**src/rtl/y86_pkg.sv**
```systemverilog
// Shared Y86-64 definitions for the fetch-side PC logic: icodes, default
// address width and conditional-jump prediction mode encodings.
package y86_pkg;

  localparam logic [3:0] ICODE_JXX  = 4'h7;
  localparam logic [3:0] ICODE_CALL = 4'h8;
  localparam logic [3:0] ICODE_RET  = 4'h9;

  localparam int ADDR_W_DEF = 64;

  localparam int PRED_ALWAYS_TAKEN = 0;
  localparam int PRED_BTFNT        = 1;

endpackage

```
**src/rtl/ras_stack.sv**
```systemverilog
// Circular return-address stack: push on full overwrites the oldest entry,
// pop on empty is ignored and the top reads as zero while empty.
module ras_stack #(
  parameter int DEPTH = 8,
  parameter int W     = 64
) (
  input  logic         clk,
  input  logic         rst,
  input  logic         push,
  input  logic         pop,
  input  logic [W-1:0] din,
  output logic [W-1:0] top,
  output logic         empty,
  output logic         full
);

  localparam int PTR_W = (DEPTH > 1) ? $clog2(DEPTH) : 1;
  localparam int CNT_W = $clog2(DEPTH + 1);

  logic [W-1:0]     mem_q [DEPTH];
  logic [W-1:0]     mem_d [DEPTH];
  logic [PTR_W-1:0] ptr_q, ptr_d;
  logic [CNT_W-1:0] cnt_q, cnt_d;
  logic [PTR_W-1:0] top_idx;

  // ptr_q addresses the next free slot; the top entry sits just below it
  assign top_idx = ptr_q - PTR_W'(1);
  assign empty   = (cnt_q == '0);
  assign full    = (cnt_q == CNT_W'(DEPTH));
  assign top     = empty ? '0 : mem_q[top_idx];

  always_comb begin
    mem_d = mem_q;
    ptr_d = ptr_q;
    cnt_d = cnt_q;
    if (push) begin
      mem_d[ptr_q] = din;
      ptr_d        = ptr_q + PTR_W'(1);
      if (!full) cnt_d = cnt_q + CNT_W'(1);
    end else if (pop && !empty) begin
      ptr_d = top_idx;
      cnt_d = cnt_q - CNT_W'(1);
    end
  end

  always_ff @(posedge clk or posedge rst) begin
    if (rst) begin
      ptr_q <= '0;
      cnt_q <= '0;
    end else begin
      ptr_q <= ptr_d;
      cnt_q <= cnt_d;
    end
  end

  always_ff @(posedge clk) begin
    mem_q <= mem_d;
  end

endmodule

```
**src/rtl/pc_predict_unit.sv**
```systemverilog
// Fetch PC select/predict unit for the pipelined Y86-64 core.
// Define RAS_EN to add a return-address stack that predicts ret targets.
import y86_pkg::*;

module pc_predict_unit #(
  parameter int                ADDR_W    = ADDR_W_DEF,
  parameter logic [ADDR_W-1:0] RESET_PC  = '0,
  parameter int                PRED_MODE = PRED_ALWAYS_TAKEN,
  parameter int                RAS_DEPTH = 8
) (
  input  logic              clk,
  input  logic              rst,
  input  logic              f_stall,
  input  logic [3:0]        f_icode,
  input  logic [ADDR_W-1:0] f_valC,
  input  logic [ADDR_W-1:0] f_valP,
  input  logic [3:0]        m_icode,
  input  logic              m_cnd,
  input  logic              m_pred_taken,
  input  logic [ADDR_W-1:0] m_valC,
  input  logic [ADDR_W-1:0] m_valP,
  input  logic [3:0]        w_icode,
  input  logic [ADDR_W-1:0] w_valM,
  input  logic [ADDR_W-1:0] w_ras_pred,
  output logic [ADDR_W-1:0] f_pc,
  output logic              f_pred_taken,
  output logic [ADDR_W-1:0] f_ras_pred,
  output logic              redirect,
  output logic              ras_empty
);

  logic [ADDR_W-1:0] pred_q, pred_d;
  logic              mispredict;
  logic              ret_fix;
  logic [ADDR_W-1:0] m_target;

`ifdef RAS_EN
  logic ras_push;
  logic ras_pop;
  logic unused_ras_full;

  assign ras_push = !f_stall && (f_icode == ICODE_CALL);
  assign ras_pop  = !f_stall && (f_icode == ICODE_RET);

  // Not repaired on squash: a wrong prediction is caught by ret_fix in W
  ras_stack #(
    .DEPTH (RAS_DEPTH),
    .W     (ADDR_W)
  ) u_ras (
    .clk   (clk),
    .rst   (rst),
    .push  (ras_push),
    .pop   (ras_pop),
    .din   (f_valP),
    .top   (f_ras_pred),
    .empty (ras_empty),
    .full  (unused_ras_full)
  );

  assign ret_fix = (w_icode == ICODE_RET) && (w_valM != w_ras_pred);
`else
  logic unused_ras;

  assign unused_ras = ^{w_ras_pred, 32'(RAS_DEPTH)};
  assign f_ras_pred = '0;
  assign ras_empty  = 1'b1;
  assign ret_fix    = (w_icode == ICODE_RET);
`endif

  assign mispredict = (m_icode == ICODE_JXX) && (m_cnd != m_pred_taken);
  assign m_target   = m_cnd ? m_valC : m_valP;
  assign redirect   = mispredict | ret_fix;

  // Mispredict correction outranks a ret fix when both are in flight
  always_comb begin
    f_pc = pred_q;
    if (mispredict)   f_pc = m_target;
    else if (ret_fix) f_pc = w_valM;
  end

  always_comb begin
    f_pred_taken = 1'b0;
    if (f_icode == ICODE_JXX) begin
      if (PRED_MODE == PRED_BTFNT) f_pred_taken = (f_valC < f_valP);
      else                         f_pred_taken = 1'b1;
    end
  end

  always_comb begin
    pred_d = f_valP;
    case (f_icode)
      ICODE_CALL: pred_d = f_valC;
      ICODE_JXX:  pred_d = f_pred_taken ? f_valC : f_valP;
`ifdef RAS_EN
      ICODE_RET:  pred_d = f_ras_pred;
`endif
      default:    pred_d = f_valP;
    endcase
  end

  always_ff @(posedge clk or posedge rst) begin
    if (rst)           pred_q <= RESET_PC;
    else if (!f_stall) pred_q <= pred_d;
  end

endmodule

```
**config.mk**
```make
export PLATFORM = sky130hd
export DESIGN_NAME = pc_predict_unit
export DESIGN_NICKNAME = d
export VERILOG_FILES = /design/src/rtl/y86_pkg.sv /design/src/rtl/ras_stack.sv /design/src/rtl/pc_predict_unit.sv
export SDC_FILE = /design/constraint.sdc
export NUM_CORES = 1
export LEC_CHECK = 0
export ABC_AREA = 1
export CAP_MARGIN = 10
export CORE_AREA = 2 2 204 206
export CTS_CLUSTER_DIAMETER = 120
export CTS_CLUSTER_SIZE = 30
export DETAILED_ROUTE_END_ITERATION = 8
export DIE_AREA = 0 0 206 208
export SLEW_MARGIN = 25
export SYNTH_ARGS = -nofsm -noshare
export SYNTH_HDL_FRONTEND = slang
export SYNTH_HIERARCHICAL = 1
export SYNTH_SLANG_ARGS = --single-unit
```
**constraint.sdc**
```tcl
create_clock -name clk -period 2 [get_ports clk]
set_clock_uncertainty 0.15 [all_clocks]
set_input_delay 0.2 -clock clk [delete_from_list [all_inputs] [get_ports clk]]
set_output_delay 0.2 -clock clk [all_outputs]
set_load 0.02 [all_outputs]
```
==> impl_results.md <==
* Result of the run: finished clean
* Type of the worst setup path: in2out
* I/O Pins at 532
* Vias in the first global route at 8193
* Netlist area before placement at 6920 um^2
* Clock root buffer master: sky130_fd_sc_hd__clkbuf_16
* Normalized max-slew margin at 0.486
* Input/output buffers at 402
* Initial core utilization at 0.171
* Post-DP Area at 11500 um^2
* Ranking of synthesized cells by instance count: sky130_fd_sc_hd__nand2_1, sky130_fd_sc_hd__inv_1, sky130_fd_sc_hd__nand3_1
* Routed wire length at 32.7 mm
* Syn Area/Cell at 5.86 um^2
* TritonCTS buffer count at 9
* CTS tree: built
* Cell repeated most along the worst path: sky130_fd_sc_hd__nand2_1
* Number of H-tree levels at 3
* Initial antenna violation count at 3
* Total congestion overflow after global routing at 0
* Clock insertion delay at the later pin of the skew report at 0.33 ns
* Largest incremental delay on the critical path at 0.29 ns
* Main flop type after synthesis: sky130_fd_sc_hd__dfrtp_1
* Cell types with the largest area share after synthesis: sky130_fd_sc_hd__nand2_1, sky130_fd_sc_hd__dfrtp_1, sky130_fd_sc_hd__inv_1, sky130_fd_sc_hd__nand3_1, sky130_fd_sc_hd__mux2_2
* Final Worst Setup Slack at 0.0253 ns
* Core Region at 40600 um^2
* Number of flops mapped to enable cells by yosys at 0
* Worst hold-check slack at 0.115 ns
* Startpoint types: input pin
* Synthesis-to-layout area growth at 72.4%
* Share of synthesized registers carrying an async set or reset at 1.00
* Achievable clock frequency at 506 MHz
* Number of clock sinks at 64
* Flip-flop count of the largest register after layout at 64
* Final Wtd Congestion at 0.791
* Net total in the final layout at 1980
* Cell with the largest stage delay on the worst path: sky130_fd_sc_hd__bufbuf_16
* DR vias at 8291
* Biggest regs: pred_q x64
* Pin count of the biggest net entering global routing at 65
* Floorplan die area at 42800 um^2
* Worst voltage drop across the vdd grid at 337 uV
* Setup slack after placement at -0.547 ns
* Cell area after layout at 11900 um^2
* Register with the most flip-flops: pred_q
* End-of-flow core utilization at 0.294
* Remaining DRCs at 0
* Sequential area share after synthesis at 0.231
* Max-capacitance violation count at 0
* Post-synthesis cell count at 1181
* Final cycle utilization of the critical path at 0.987
* Share of Yosys cell area claimed by the top area cell type at 0.242
* Hold Fails Final Rpt at 0
* Clock Path Buffers at 2
* Power density relative to cell area at 444 nW/um^2
* Final HPWL DP at 22.7 mm
* Top-count cell post-synth: sky130_fd_sc_hd__nand2_1
* Worst EP arrival at 1.62 ns
* Crit path required time at 1.65 ns
* Setup repair after global routing missed its margin: true
* FF+latch count, synth at 64
* Ordered cell list for the critical path: dlygate4sd2_1 -> nor3_4 -> buf_4 -> bufbuf_16 -> nand2_1 -> nand3_1 -> nand2_1 -> clkdlybuf4s15_2
* Static leakage at 6.47 nW
* Via density per instance at 3.92
* Number of warnings issued by yosys at 6
* Die span in x at 206 um
* Total global routing track utilization at 0.146
* Number of max-slew violations in the final report at 0
* Detailed-router iteration count before antenna repair at 5
* Drt initial violations at 375
* Final min period at 1.97 ns
* Wire length of the first global-routing pass at 47.0 mm
* Wirelength per Cell at 15.4 um
* Post-CTS clock slew at the launch and capture registers of the worst setup and hold paths at 0.06 ns
* Slew at the pin closest to its max-slew limit at 0.772 ns
* Share of final-layout standard cells stronger than drive strength 1 at 0.141
* Number of distinct library cells after synthesis at 17
* CP endpoint kind: output pin
* Placement Rows at 74
* Number of routed nets with antenna violations at 0
* Die Y-Extent at 208 um
* Worst min-delay path category: in2async
* Highest net fanout along the worst path at 16
* Cell type with the largest total area after synthesis: sky130_fd_sc_hd__nand2_1
* Number of hold buffers added after CTS at 0
* Setup violators final at 0
## worst paths after layout
| check | start | to | slack (ns) | depth (start not counted) |
|---|---|---|---|---|
| min | rst | pred_q[1]$_DFFE_PP0N_ | 0.12 | 3 |
| min reg2reg | pred_q[26]$_DFFE_PP0N_ | pred_q[26]$_DFFE_PP0N_ | 0.33 | 2 |
| max in group asynchronous | rst | pred_q[29]$_DFFE_PP0N_ | 1.27 | 3 |
| max reg2reg | pred_q[60]$_DFFE_PP0N_ | pred_q[60]$_DFFE_PP0N_ | 1.20 | 2 |
| max | w_icode[1] | f_pc[38] | 0.03 | 8 |
| min in group clk | f_stall | pred_q[0]$_DFFE_PP0N_ | 0.19 | 4 |
## kinds of logic after synthesis
logic type | Yosys count | synth area share
DFF | 64 | 0.231
other | 2 | 0.00109
and+or+nand+nor | 655 | 0.396
xor gates and xnor gates | 1 | 0.00127
muxes | 64 | 0.104
buffers and inverters | 395 | 0.266
## layout by cell type (no fill, tap or decap), types with 2 or more instances in the layout
cell | Yosys | layout
sky130_fd_sc_hd__nand2_1 | 446 | 438
sky130_fd_sc_hd__clkdlybuf4s50_1 | 0 | 325
sky130_fd_sc_hd__inv_1 | 262 | 261
sky130_fd_sc_hd__nand3_1 | 193 | 189
sky130_fd_sc_hd__conb_1 | 2 | 65
sky130_fd_sc_hd__mux2_2 | 64 | 64
sky130_fd_sc_hd__dfrtp_1 | 64 | 64
sky130_fd_sc_hd__clkbuf_2 | 0 | 32
sky130_fd_sc_hd__buf_4 | 71 | 23
sky130_fd_sc_hd__buf_2 | 39 | 21
sky130_fd_sc_hd__buf_12 | 0 | 21
sky130_fd_sc_hd__nand2_2 | 10 | 15
sky130_fd_sc_hd__clkbuf_16 | 0 | 10
sky130_fd_sc_hd__dlygate4sd2_1 | 0 | 10
sky130_fd_sc_hd__buf_16 | 0 | 8
sky130_fd_sc_hd__clkdlybuf4s15_2 | 0 | 8
sky130_fd_sc_hd__nor2_1 | 4 | 4
sky130_fd_sc_hd__clkinv_2 | 0 | 4
sky130_fd_sc_hd__nand2_4 | 0 | 3
sky130_fd_sc_hd__nand3_2 | 0 | 3
sky130_fd_sc_hd__buf_6 | 6 | 3
sky130_fd_sc_hd__clkbuf_1 | 8 | 2
## worst max-delay path: cells and delay by family
kind / cells / cell delay [ns]
simple gates: 4 / 0.44
buf+inv: 4 / 0.98
## power breakdown
part / total (mW) / switching [mW] / leakage (nW) / internal [mW]
Clock: 1.47 / 0.638 / 0.125 / 0.828
Sequential: 1.51 / 0.0757 / 0.774 / 1.44
Combinational: 2.32 / 1.15 / 5.58 / 1.18
Total: 5.30 / 1.86 / 6.47 / 3.44
## what timing repair did
item / CTS / global route
cloned: 8 / 1
setup buffers: 8 / 0
resized for setup: 177 / 67
pin swaps: 4 / 1
endpoints found under the setup margin: 65 / 57
## per-layer routing
metal  routed length [um]  GRT usage  up-vias  share of wire
met5                   34          0        -         0.0010
met1                14000      0.177     3808           0.43
met3                 2150     0.0285       25          0.066
met4                  363     0.0320        6          0.011
met2                16100      0.262      298           0.49
li1                     -          -     4154              -
## layout make-up
cell class,count,area (um^2)
fill,4511,28600
timing repair buffer,455,4630
tap,532,666
multi-input combinational,785,3780
inverter,264,997
clock inverter,4,22.5
sequential,64,1600
clock buffer,11,233
antenna,1,2.50
## metrics by stage
stage / power (mW) / cells / TNS [ns]
after floorplan: 2.75 / 1244 / 0
after global placement: 3.93 / 2084 / -32.46
after detailed placement: 3.95 / 2084 / -30.95
after CTS: 5.47 / 2115 / 0
after global routing: 5.68 / 2115 / -0.393
final: 5.30 / 2116 / 0
Power figures use the tool's default switching activity.
